$ cat config.mk
export PLATFORM = sky130hd
export DESIGN_NAME = seg_scan_ctrl
export DESIGN_NICKNAME = d
export VERILOG_FILES = /design/src/rtl/seg_pkg.sv /design/src/rtl/seg_prescaler.sv /design/src/rtl/seg_scan_ctrl.sv
export SDC_FILE = /design/constraint.sdc
export NUM_CORES = 1
export LEC_CHECK = 0
export BUFFER_PORTS_ARGS = -buffer_cell sky130_fd_sc_hd__buf_2
export CORE_ASPECT_RATIO = 0.75
export CORE_MARGIN = 8
export CORE_UTILIZATION = 53
export CTS_CLUSTER_DIAMETER = 60
export DETAILED_ROUTE_END_ITERATION = 7
export GPL_TIMING_DRIVEN = 0
export PLACE_DENSITY_LB_ADDON = 0.15
export SLEW_MARGIN = 15
export SYNTH_ARGS = -nofsm -noshare
export SYNTH_HDL_FRONTEND = slang
export SYNTH_SLANG_ARGS = --single-unit
export TNS_END_PERCENT = 1
$ cat constraint.sdc
create_clock -name clk -period 2.1 [get_ports clk]
set_clock_uncertainty 0.1 [all_clocks]
set_input_delay 0.105 -clock clk [delete_from_list [all_inputs] [get_ports clk]]
set_output_delay 0.105 -clock clk [all_outputs]
set_load 0.01 [all_outputs]
$ cat src/rtl/seg_pkg.sv
// ============================================================================
// Module      : seg_pkg
// Description : Shared types and constants for the seven-segment scan block.
// Revision    : 1.0 - initial release
// ============================================================================
`default_nettype none

package seg_pkg;

    typedef enum logic [0:0] {
        S_SHOW  = 1'b0,
        S_BLANK = 1'b1
    } seg_state_t;

    typedef logic [3:0] digit_t;

    // Any code above 9 is blanked by the downstream decoder; F is the canonical one.
    localparam digit_t C_BCD_BLANK = 4'hF;

endpackage

`default_nettype wire

$ cat src/rtl/seg_prescaler.sv
// ============================================================================
// Module      : seg_prescaler
// Description : Free-running 0..DIV-1 counter with enable, clear and tick.
// Revision    : 1.0 - initial release
// ============================================================================
`default_nettype none

module seg_prescaler #(
    parameter int DIV = 1000
) (
    input  logic clk,
    input  logic rst,
    input  logic en,
    input  logic clr,
    output logic tick
);

    localparam int CW = (DIV > 1) ? $clog2(DIV) : 1;

    logic [CW-1:0] r_cnt;
    logic          w_last;

    assign w_last = (r_cnt == CW'(DIV - 1));
    assign tick   = en && w_last;

    always_ff @(posedge clk) begin
        if (rst || clr) begin
            r_cnt <= '0;
        end else if (en) begin
            r_cnt <= w_last ? '0 : r_cnt + CW'(1);
        end
    end

endmodule

`default_nettype wire

$ cat src/rtl/seg_scan_ctrl.sv
// ============================================================================
// Module      : seg_scan_ctrl
// Description : Multiplexed 7-seg digit scanner with shadow/active buffers.
//               Optional macro SEG_LEADING_ZERO_BLANK_EN suppresses leading 0s.
// Revision    : 1.0 - initial release
// ============================================================================
`default_nettype none

module seg_scan_ctrl
    import seg_pkg::*;
#(
    parameter int NUM_DIGITS   = 4,
    parameter int REFRESH_DIV  = 1000,
    parameter int BLANK_CYCLES = 4
) (
    input  logic                          clk,
    input  logic                          rst,
    input  logic                          wr_en,
    input  logic [$clog2(NUM_DIGITS)-1:0] wr_idx,
    input  logic [3:0]                    wr_data,
    input  logic                          commit,
    output logic                          busy,
    output logic                          commit_done,
    output logic [3:0]                    bcd_out,
    output logic [NUM_DIGITS-1:0]         dig_sel
);

    localparam int IW = $clog2(NUM_DIGITS);
    localparam int BW = $clog2(BLANK_CYCLES + 1);

    seg_state_t            r_state;
    seg_state_t            w_nxt_state;
    logic [IW-1:0]         r_idx;
    logic [IW-1:0]         w_nxt_idx;
    logic [BW-1:0]         r_blank_cnt;
    digit_t                r_shadow     [NUM_DIGITS];
    digit_t                r_active     [NUM_DIGITS];
    digit_t                w_active_nxt [NUM_DIGITS];
    digit_t                r_bcd;
    digit_t                w_bcd_nxt;
    logic [NUM_DIGITS-1:0] r_dig_sel;
    logic                  r_busy;
    logic                  r_done;
    logic                  w_tick;
    logic                  w_show;
    logic                  w_blank;
    logic                  w_blank_last;
    logic                  w_copy;

    assign w_show       = (r_state == S_SHOW);
    assign w_blank      = (r_state == S_BLANK);
    assign w_blank_last = (r_blank_cnt == BW'(BLANK_CYCLES - 1));
    // Copying only while the digits are dark keeps the visible digit tear-free.
    assign w_copy       = w_blank && r_busy;

    seg_prescaler #(
        .DIV (REFRESH_DIV)
    ) u_prescaler (
        .clk  (clk),
        .rst  (rst),
        .en   (w_show),
        .clr  (w_blank),
        .tick (w_tick)
    );

    always_comb begin
        w_nxt_state = r_state;
        w_nxt_idx   = r_idx;
        case (r_state)
            S_SHOW: begin
                if (w_tick) begin
                    w_nxt_state = S_BLANK;
                    w_nxt_idx   = (r_idx == IW'(NUM_DIGITS - 1)) ? '0 : r_idx + IW'(1);
                end
            end
            S_BLANK: begin
                if (w_blank_last) begin
                    w_nxt_state = S_SHOW;
                end
            end
            default: w_nxt_state = S_SHOW;
        endcase
    end

`ifdef SEG_LEADING_ZERO_BLANK_EN
    logic w_lz;
`endif

    // Outputs are computed from next-cycle state so digit enable and code move together.
    always_comb begin
        for (int i = 0; i < NUM_DIGITS; i++) begin
            w_active_nxt[i] = w_copy ? r_shadow[i] : r_active[i];
        end
        w_bcd_nxt = w_active_nxt[w_nxt_idx];
`ifdef SEG_LEADING_ZERO_BLANK_EN
        w_lz = (w_nxt_idx != '0);
        for (int i = 0; i < NUM_DIGITS; i++) begin
            if ((i >= int'(w_nxt_idx)) && (w_active_nxt[i] != 4'h0)) begin
                w_lz = 1'b0;
            end
        end
        if (w_lz) begin
            w_bcd_nxt = C_BCD_BLANK;
        end
`endif
    end

    always_ff @(posedge clk) begin
        if (rst) begin
            r_state     <= S_SHOW;
            r_idx       <= '0;
            r_blank_cnt <= '0;
            r_busy      <= 1'b0;
            r_done      <= 1'b0;
            r_bcd       <= '0;
            r_dig_sel   <= NUM_DIGITS'(1);
            for (int i = 0; i < NUM_DIGITS; i++) begin
                r_shadow[i] <= '0;
                r_active[i] <= '0;
            end
        end else begin
            r_state     <= w_nxt_state;
            r_idx       <= w_nxt_idx;
            r_blank_cnt <= (w_blank && !w_blank_last) ? r_blank_cnt + BW'(1) : '0;
            r_busy      <= w_copy ? 1'b0 : (r_busy || commit);
            r_done      <= w_copy;
            r_bcd       <= w_bcd_nxt;
            r_dig_sel   <= (w_nxt_state == S_SHOW) ? (NUM_DIGITS'(1) << w_nxt_idx) : '0;
            for (int i = 0; i < NUM_DIGITS; i++) begin
                if (wr_en && (int'(wr_idx) == i)) begin
                    r_shadow[i] <= wr_data;
                end
                r_active[i] <= w_active_nxt[i];
            end
        end
    end

    assign busy        = r_busy;
    assign commit_done = r_done;
    assign bcd_out     = r_bcd;
    assign dig_sel     = r_dig_sel;

endmodule

`default_nettype wire

==> results of run 1 <==
-- final cells by class --
class	count	area, µm²
Timing Repair Buffer	31	197.7
Tap cell	57	71.32
Sequential cell	58	1329
Multi-Input combinational cell	153	1174
Buffer	9	60.06
Clock buffer	14	205.2
Clock inverter	2	13.76
Fill cell	344	1416
Inverter	7	26.28
-- cells by family (layout without fill, tap and decap cells) --
family,count (synthesis),in the layout,share of synthesized area (%)
AOI/OAI and AO/OA,24,24,7.499
xor gates and xnor gates,6,6,2.114
adders and majority gates,4,4,2.013
buffers and inverters,16,63,2.868
DFF,58,58,53.15
muxes,31,31,12.88
and+or+nand+nor,88,88,19.48
-- final timing paths --
| path | from | to | slack, ns | depth (start not counted) |
|---|---|---|---|---|
| min reg2reg | r_blank_cnt[0] | r_blank_cnt[0] | 0.34 | 1 |
| min | wr_data[0] | r_shadow[2][0] | 0.02 | 2 |
| max | u_prescaler.r_cnt[1] | bcd_out[3] | 0.03 | 8 |
| max reg2reg | u_prescaler.r_cnt[1] | bcd_out[3] | 0.03 | 8 |
-- timing repair --
| item | 4_1_cts | 5_1_grt |
|---|---|---|
| hold endpoints to repair | 8 | 0 |
| buffers inserted | 3 | 6 |
| hold buffers | 4 | 0 |
| pin swaps | 4 | 6 |
| setup endpoints to repair | 5 | 4 |
| gates resized for setup | 12 | 11 |
-- Yosys cell counts (all sizes together) --
master    n
o31ai     1
and3      1
a22o      4
or2       1
xnor2     1
or3       3
and3b     1
nand2     9
nor3      6
buf       5
o311ai    1
nand3     1
a21oi     8
inv       6
clkinv    1
nor2     30
clkbuf    4
nand2b    2
and2     17
nand4     4
nor3b     4
edfxtp   16
xor2      5
nand4bb   1
nand4b    1
o21ai     6
ha        4
nor4      6
o32ai     4
mux2      5
dfxtp    42
nand3b    1
mux2i    26
-- metrics by stage --
step                      total power [µW]  instance area [µm²]
after floorplan                       1251                 2489
after global placement                1282                 2650
after detailed placement              1284                 2658
after CTS                             2364                 2997
after global routing                  2441                 3077
final                                 2342                 3077
-- per-layer routing --
layer | global-route usage (%) | vias up | routed length [µm]
met5 | 0 | - | 0
met4 | 5.345 | 0 | 44
met3 | 7.087 | 5 | 324
met2 | 21.70 | 39 | 2212
met1 | 19.36 | 845 | 2413
li1 | - | 902 | -
-- state kept, by name (all words and copies together), names as in the netlist --
register / cells
bcd_out: 4
busy: 1
commit_done: 1
dig_sel: 4
r_active: 16
r_blank_cnt: 3
r_idx: 2
r_shadow: 16
r_state: 1
u_prescaler.r_cnt: 10
-- power groups by stage --
stage,Clock [µW],Combinational (µW),Sequential (µW)
finish,1070,79.9,1200
global route,1150,88.5,1200
CTS,1090,77.2,1200
detailed placement,0,65.9,1220
global placement,0,64.3,1220
floorplan,0,38.2,1210
-- cells in the final DEF (no fill, tap or decap), drive strengths merged, types with 2 or more instances in the layout --
cell type    synthesis  final
nand2                9      9
nand4                4      4
mux2i               26     26
mux2                 5      5
o32ai                4      4
buf                  5     31
nor2                30     30
and2                17     17
edfxtp              16     16
dfxtp               42     42
nor4                 6      6
or3                  3      3
clkinv               1      3
dlygate4sd3          0      4
xor2                 5      5
inv                  6      6
a21oi                8      8
ha                   4      4
nor3                 6      6
o21ai                6      6
nand2b               2      2
a22o                 4      4
nor3b                4      4
clkbuf               4     19
-- worst max-delay path: cells and delay by family, from the launching register on --
kind	cells	cell delay, ns
AO/OA/AOI/OAI	1	0.29
flip-flops	1	0.36
buffers and inverters	2	0.28
multiplexers	1	0.20
adder cells (fa/ha/maj)	1	0.16
AND/OR/NAND/NOR	3	0.59
==> run_summary.xml, run 1 <==
<?xml version="1.0" encoding="UTF-8"?>
<metrics>
  <group name="run_status">
    <metric name="outcome" unit="">finished, final reports clean</metric>
  </group>
  <group name="synth">
    <metric name="post_synth_num_cell_types" unit="">39</metric>
    <metric name="cell_types_with_the_largest_area_share_after_synthesis" unit="">sky130_fd_sc_hd__dfxtp_1 34%, sky130_fd_sc_hd__edfxtp_1 19%, sky130_fd_sc_hd__mux2i_1 10%, sky130_fd_sc_hd__nor2_1 4.5%, sky130_fd_sc_hd__and2_1 4.3%</metric>
    <metric name="syn_area" unit="µm²">2486</metric>
    <metric name="post_synth.cell_area_avg" unit="µm²">10.95</metric>
    <metric name="number_of_standard_cells_after_synthesis" unit="">227</metric>
    <metric name="post-synth-top-area-cell" unit="">sky130_fd_sc_hd__dfxtp_1</metric>
    <metric name="mappedNetlistNets" unit="">241</metric>
    <metric name="synth.ff_latch_count" unit="">58</metric>
    <metric name="portion_of_the_post_synthesis_area_used_by_sequential_elements" unit="%">53.15</metric>
    <metric name="yosys_warnings" unit="">0</metric>
    <metric name="yosys_top_cell_area_share" unit="%">33.82</metric>
  </group>
  <group name="power">
    <metric name="internal-power" unit="µW">1848</metric>
    <metric name="vdd_drop_max" unit="mV">0.6412</metric>
    <metric name="power.density_cell_area" unit="nW/µm²">761.2</metric>
    <metric name="sequentialPowerShare" unit="%">51.1</metric>
    <metric name="power_frac_comb" unit="%">3.4</metric>
    <metric name="netSwitchingFraction" unit="%">21.07</metric>
    <metric name="total_leakage_power" unit="µW">0.001310</metric>
    <metric name="switchingPower" unit="µW">493.5</metric>
    <metric name="pwr-share-clk" unit="%">45.5</metric>
  </group>
  <group name="timing">
    <metric name="totalNegativeSetupSlack" unit="ns">0</metric>
    <metric name="finalWorstPathRequiredPeriod" unit="ns">2.072</metric>
    <metric name="timing.final.max_slew_violations" unit="">0</metric>
    <metric name="setup_slack" unit="ns">0.02814</metric>
    <metric name="max_freq" unit="MHz">482.7</metric>
    <metric name="timing.slew.headroom" unit="%">51.15</metric>
    <metric name="hold_viol" unit="">0</metric>
    <metric name="finalCritPeriodShare" unit="%">98.66</metric>
    <metric name="setup_violations" unit="">0</metric>
    <metric name="worstMarginPinSlew" unit="ns">0.7316</metric>
    <metric name="rsz_0062_raised_after_global_routing" unit="">yes</metric>
    <metric name="fin_hold_ws" unit="ns">0.01705</metric>
  </group>
  <group name="floorplan">
    <metric name="core_area" unit="µm²">4493</metric>
    <metric name="placementRows" unit="">21</metric>
    <metric name="overall_die_width" unit="µm">95.09</metric>
    <metric name="die_height" unit="µm">75.32</metric>
    <metric name="design.die.area" unit="µm²">7161</metric>
    <metric name="initial_core_util" unit="%">55.33</metric>
    <metric name="io-pin-count" unit="">20</metric>
  </group>
  <group name="critical_path">
    <metric name="end_kind" unit="">register</metric>
    <metric name="start_kind" unit="">register</metric>
    <metric name="timing.critical_path.cells" unit="">ha_4 &gt; nand2_8 &gt; or3_4 &gt; buf_6 &gt; buf_8 &gt; mux2i_2 &gt; nand2_2 &gt; o32ai_2</metric>
    <metric name="cp_data_required_time" unit="ns">2.26</metric>
    <metric name="worst_ep_arrival_time" unit="ns">2.23</metric>
    <metric name="slowest_cell_on_the_critical_path" unit="">sky130_fd_sc_hd__or3_4</metric>
    <metric name="critical_path.max_stage_delay" unit="ns">0.38</metric>
    <metric name="crit_fanout" unit="">7</metric>
    <metric name="critical_path_type" unit="">reg2reg</metric>
  </group>
  <group name="placed_design">
    <metric name="dpl.hpwl" unit="mm">3.475</metric>
    <metric name="portBuffers" unit="">18</metric>
    <metric name="globalplace.congestion" unit="">0.8004</metric>
    <metric name="pre_cts_slack" unit="ns">-0.3231</metric>
    <metric name="post-place-cells" unit="">302</metric>
  </group>
  <group name="layout">
    <metric name="finish.net_count" unit="">283</metric>
    <metric name="final_layout_size_suffix_gt1_share" unit="%">26.28</metric>
    <metric name="utilization" unit="%">68.48</metric>
    <metric name="instances_no_fill" unit="">331</metric>
    <metric name="synthesis_to_layout_area_growth" unit="%">23.75</metric>
    <metric name="diodes" unit="">0</metric>
  </group>
  <group name="global_routing">
    <metric name="grt_pass1_wl" unit="mm">7.955</metric>
    <metric name="initial_antenna_violation_count" unit="">0</metric>
    <metric name="gr-total-overflow" unit="">0</metric>
    <metric name="grt_start_max_net_pins" unit="">11</metric>
    <metric name="grt_util_all_layers" unit="%">15.09</metric>
    <metric name="number_of_global_route_vias_before_repair" unit="">1657</metric>
  </group>
  <group name="clocking">
    <metric name="clk_pin_slew_worst_paths" unit="ns">0.07</metric>
    <metric name="cts_inserted_buffers" unit="">9</metric>
    <metric name="cts_htree_levels" unit="">3</metric>
    <metric name="max-clock-path-buffers" unit="">2</metric>
    <metric name="cts_tree" unit="">built</metric>
    <metric name="clock_insertion_delay_worst_skew" unit="ns">0.34</metric>
    <metric name="clkSinkCount" unit="">58</metric>
    <metric name="cts.root.buffer_cell" unit="">sky130_fd_sc_hd__clkbuf_8</metric>
  </group>
  <group name="drt">
    <metric name="drcViolationCount" unit="">0</metric>
    <metric name="viasPerCell" unit="">5.411</metric>
    <metric name="wirelength" unit="mm">4.994</metric>
    <metric name="vias" unit="">1791</metric>
    <metric name="post_route_ant_nets" unit="">0</metric>
    <metric name="drtIter0Drc" unit="">76</metric>
    <metric name="average_detailed_routed_wire_length_per_instance" unit="µm">15.09</metric>
    <metric name="detailedRoute.firstPassIterationCount" unit="">4</metric>
  </group>
  <group name="run">
    <metric name="cap_violations" unit="">0</metric>
  </group>
  <group name="hold_path">
    <metric name="hold_path.class" unit="">in2reg</metric>
  </group>
</metrics>
Power figures use the tool's default switching activity.
==> inputs of run 2 (changes only) <==
--- a/config.mk
+++ b/config.mk
@@ -6,12 +6,13 @@
 export NUM_CORES = 1
 export LEC_CHECK = 0
 export BUFFER_PORTS_ARGS = -buffer_cell sky130_fd_sc_hd__buf_2
-export CORE_ASPECT_RATIO = 0.75
+export CORE_ASPECT_RATIO = 0.6
 export CORE_MARGIN = 8
 export CORE_UTILIZATION = 53
 export CTS_CLUSTER_DIAMETER = 60
 export DETAILED_ROUTE_END_ITERATION = 7
 export GPL_TIMING_DRIVEN = 0
+export HOLD_SLACK_MARGIN = 0.05
 export PLACE_DENSITY_LB_ADDON = 0.15
 export SLEW_MARGIN = 15
 export SYNTH_ARGS = -nofsm -noshare
==> run 2 against run 1 <==
- the flow now finishes with violations (negative setup slack)
- count of clock-buffer cells in the layout fell by 3
- sequential power about the same
- routed wire length grew 8.5%
- critical endpoint unchanged
- highest routed layer unchanged
- core utilization up 0.52 points
- register-to-register slack got worse by 0.05 ns
- sequential share of layout area shrank 0.74 points
- clock power barely moved
- largest power group unchanged
- flip-flop and latch count is the same
==> run_summary.xml, run 2 (synthesis results as in run 1) <==
<?xml version="1.0" encoding="UTF-8"?>
<metrics>
  <group name="drt">
    <metric name="viasPerCell" unit="">5.320</metric>
    <metric name="drcViolationCount" unit="">0</metric>
    <metric name="vias" unit="">1814</metric>
    <metric name="drtIter0Drc" unit="">82</metric>
    <metric name="detailedRoute.firstPassIterationCount" unit="">4</metric>
    <metric name="average_detailed_routed_wire_length_per_instance" unit="µm">15.89</metric>
    <metric name="wirelength" unit="mm">5.419</metric>
    <metric name="post_route_ant_nets" unit="">0</metric>
  </group>
  <group name="layout">
    <metric name="diodes" unit="">0</metric>
    <metric name="final_common_cell" unit="">sky130_fd_sc_hd__dfxtp_1</metric>
    <metric name="reg_top3" unit="">r_active: 16 flops, r_shadow: 16 flops, u_prescaler.r_cnt: 10 flops</metric>
    <metric name="final_layout_size_suffix_gt1_share" unit="%">27.34</metric>
    <metric name="finish.net_count" unit="">287</metric>
    <metric name="instances_no_fill" unit="">341</metric>
    <metric name="most_frequent_cells_in_the_layout" unit="">37 x sky130_fd_sc_hd__dfxtp_1, 30 x sky130_fd_sc_hd__nor2_1, 23 x sky130_fd_sc_hd__mux2i_1</metric>
    <metric name="synthesis_to_layout_area_growth" unit="%">26.02</metric>
    <metric name="num-fill-cells" unit="">349</metric>
  </group>
  <group name="critical_path">
    <metric name="worst_ep_arrival_time" unit="ns">2.22</metric>
    <metric name="cp_data_required_time" unit="ns">2.20</metric>
    <metric name="end_kind" unit="">register</metric>
    <metric name="critical_path.max_stage_delay" unit="ns">0.44</metric>
    <metric name="timing.critical_path.cells" unit="">nand2_2 &gt; clkbuf_4 &gt; mux2i_1 &gt; mux2i_1 &gt; mux2i_1 &gt; o32ai_2</metric>
    <metric name="start_kind" unit="">register</metric>
    <metric name="worst_path_dominant_cell_family" unit="">multiplexers</metric>
    <metric name="crit_buf_inv" unit="">1</metric>
    <metric name="slowest_cell_on_the_critical_path" unit="">sky130_fd_sc_hd__mux2i_1</metric>
    <metric name="crit_fanout" unit="">10</metric>
    <metric name="cell_mode_on_critical_path" unit="">sky130_fd_sc_hd__mux2i_1</metric>
    <metric name="critical_path_type" unit="">reg2reg</metric>
  </group>
  <group name="hold_path">
    <metric name="hold_path.class" unit="">in2reg</metric>
  </group>
  <group name="timing">
    <metric name="hold_viol" unit="">0</metric>
    <metric name="finalCritPeriodShare" unit="%">101.0</metric>
    <metric name="finalWorstPathRequiredPeriod" unit="ns">2.120</metric>
    <metric name="timing.final.max_slew_violations" unit="">0</metric>
    <metric name="setup_violations" unit="">1</metric>
    <metric name="max_freq" unit="MHz">471.7</metric>
    <metric name="worstMarginPinSlew" unit="ns">0.7674</metric>
    <metric name="timing.slew.headroom" unit="%">48.76</metric>
    <metric name="setup_slack" unit="ns">-0.02017</metric>
  </group>
  <group name="run_status">
    <metric name="violations_in_the_final_reports" unit="">negative setup slack</metric>
    <metric name="outcome" unit="">finished with violations</metric>
  </group>
  <group name="global_routing">
    <metric name="grt_start_max_net_pins" unit="">11</metric>
    <metric name="gr-total-overflow" unit="">0</metric>
    <metric name="grt_util_all_layers" unit="%">14.88</metric>
    <metric name="grt_pass1_wl" unit="mm">8.473</metric>
    <metric name="number_of_global_route_vias_before_repair" unit="">1706</metric>
    <metric name="initial_antenna_violation_count" unit="">0</metric>
  </group>
  <group name="floorplan">
    <metric name="io-pin-count" unit="">20</metric>
    <metric name="placementRows" unit="">19</metric>
    <metric name="core_area" unit="µm²">4541</metric>
    <metric name="overall_die_width" unit="µm">104.4</metric>
    <metric name="design.die.area" unit="µm²">7210</metric>
    <metric name="initial_core_util" unit="%">54.75</metric>
    <metric name="die_height" unit="µm">69.05</metric>
  </group>
  <group name="placed_design">
    <metric name="dpl.hpwl" unit="mm">3.594</metric>
    <metric name="globalplace.congestion" unit="">0.7991</metric>
    <metric name="portBuffers" unit="">18</metric>
    <metric name="post-place-cells" unit="">308</metric>
    <metric name="pre_cts_slack" unit="ns">-0.2740</metric>
  </group>
  <group name="clocking">
    <metric name="cts_inserted_buffers" unit="">9</metric>
    <metric name="cts_htree_levels" unit="">3</metric>
    <metric name="cts.root.buffer_cell" unit="">sky130_fd_sc_hd__clkbuf_8</metric>
    <metric name="clkSinkCount" unit="">58</metric>
    <metric name="clock_insertion_delay_worst_skew" unit="ns">0.33</metric>
    <metric name="clk_pin_slew_worst_paths" unit="ns">0.07</metric>
    <metric name="max-clock-path-buffers" unit="">2</metric>
    <metric name="cts_tree" unit="">built</metric>
  </group>
  <group name="run">
    <metric name="cap_violations" unit="">0</metric>
  </group>
  <group name="power">
    <metric name="pwr-share-clk" unit="%">45.5</metric>
    <metric name="sequentialPowerShare" unit="%">51.1</metric>
    <metric name="switchingPower" unit="µW">489.9</metric>
    <metric name="netSwitchingFraction" unit="%">20.90</metric>
    <metric name="power_frac_comb" unit="%">3.4</metric>
    <metric name="total_leakage_power" unit="µW">0.001316</metric>
    <metric name="power.density_cell_area" unit="nW/µm²">748.0</metric>
    <metric name="vdd_drop_max" unit="mV">0.5374</metric>
    <metric name="internal-power" unit="µW">1854</metric>
  </group>
</metrics>
==> run 2: cell types whose count changed in the layout (fill, tap and decap cells not counted), sizes merged <==
cell         before  now
clkinvlp          0    1
clkinv            3    4
dlygate4sd3       4    5
clkbuf           19   15
buf              31   35
bufinv            0    1
==> run 2: routing by layer <==
layer	track usage, %	share of wire [%]	wire length, µm
met1	20.24	53	2850
met2	19.85	40	2148
met3	5.751	5.5	299
met4	7.177	2.2	121
met5	0	0	0
==> run 2: area by class of cell <==
type / instances / area [µm²] / area share (%)
multi-input cells: 153 / 1191 / 38.02
flip-flops and latches: 58 / 1330 / 42.45
repair buffers: 35 / 230.2 / 7.348
clock buffers: 11 / 162.7 / 5.192
well taps: 63 / 78.83 / 2.516
clock inverters: 5 / 50.05 / 1.597
inverters: 7 / 26.28 / 0.8387
plain buffers: 9 / 63.81 / 2.037
==> run 2: final timing paths <==
| check | start | end | slack, ns | cells after the start |
|---|---|---|---|---|
| max | r_state | bcd_out[3] | -0.02 | 6 |
| min | rst | r_blank_cnt[2] | 0.18 | 2 |
| max reg2reg | r_state | bcd_out[3] | -0.02 | 6 |
| min reg2reg | r_blank_cnt[0] | r_blank_cnt[0] | 0.33 | 1 |
==> run 2: power groups by stage <==
stage / combinational [µW] / clock (µW) / sequential (µW)
global route: 88.3 / 1140 / 1200
finish: 79.7 / 1070 / 1200
floorplan: 38.2 / 0 / 1210
global placement: 64.3 / 0 / 1220
CTS: 75.7 / 1090 / 1200
detailed placement: 65.7 / 0 / 1220
==> run 2: repair_timing <==
| item | in CTS | in global routing |
|---|---|---|
| endpoints found under the setup margin | 6 | 4 |
| resized for setup | 15 | 13 |
| cloned | 0 | 0 |
| hold buffers | 5 | 0 |
| pin swaps | 2 | 7 |
| endpoints found under the hold margin | 17 | 0 |
| buffers inserted | 1 | 11 |
==> run 2: through the flow <==
step                utilization (%)  instance area, µm²  power (µW)  hold WS [ns]  setup TNS, ns
floorplan                         -                2489        1251        0.1489              0
global placement              58.53                2658        1282        0.2488         -1.904
detailed placement            58.69                2665        1284        0.2701         -1.160
CTS                           66.19                3005        2362        0.1689              0
global route                  69.00                3133        2432        0.1975        -0.1247
finish                        69.00                3133        2343        0.1769       -0.02017
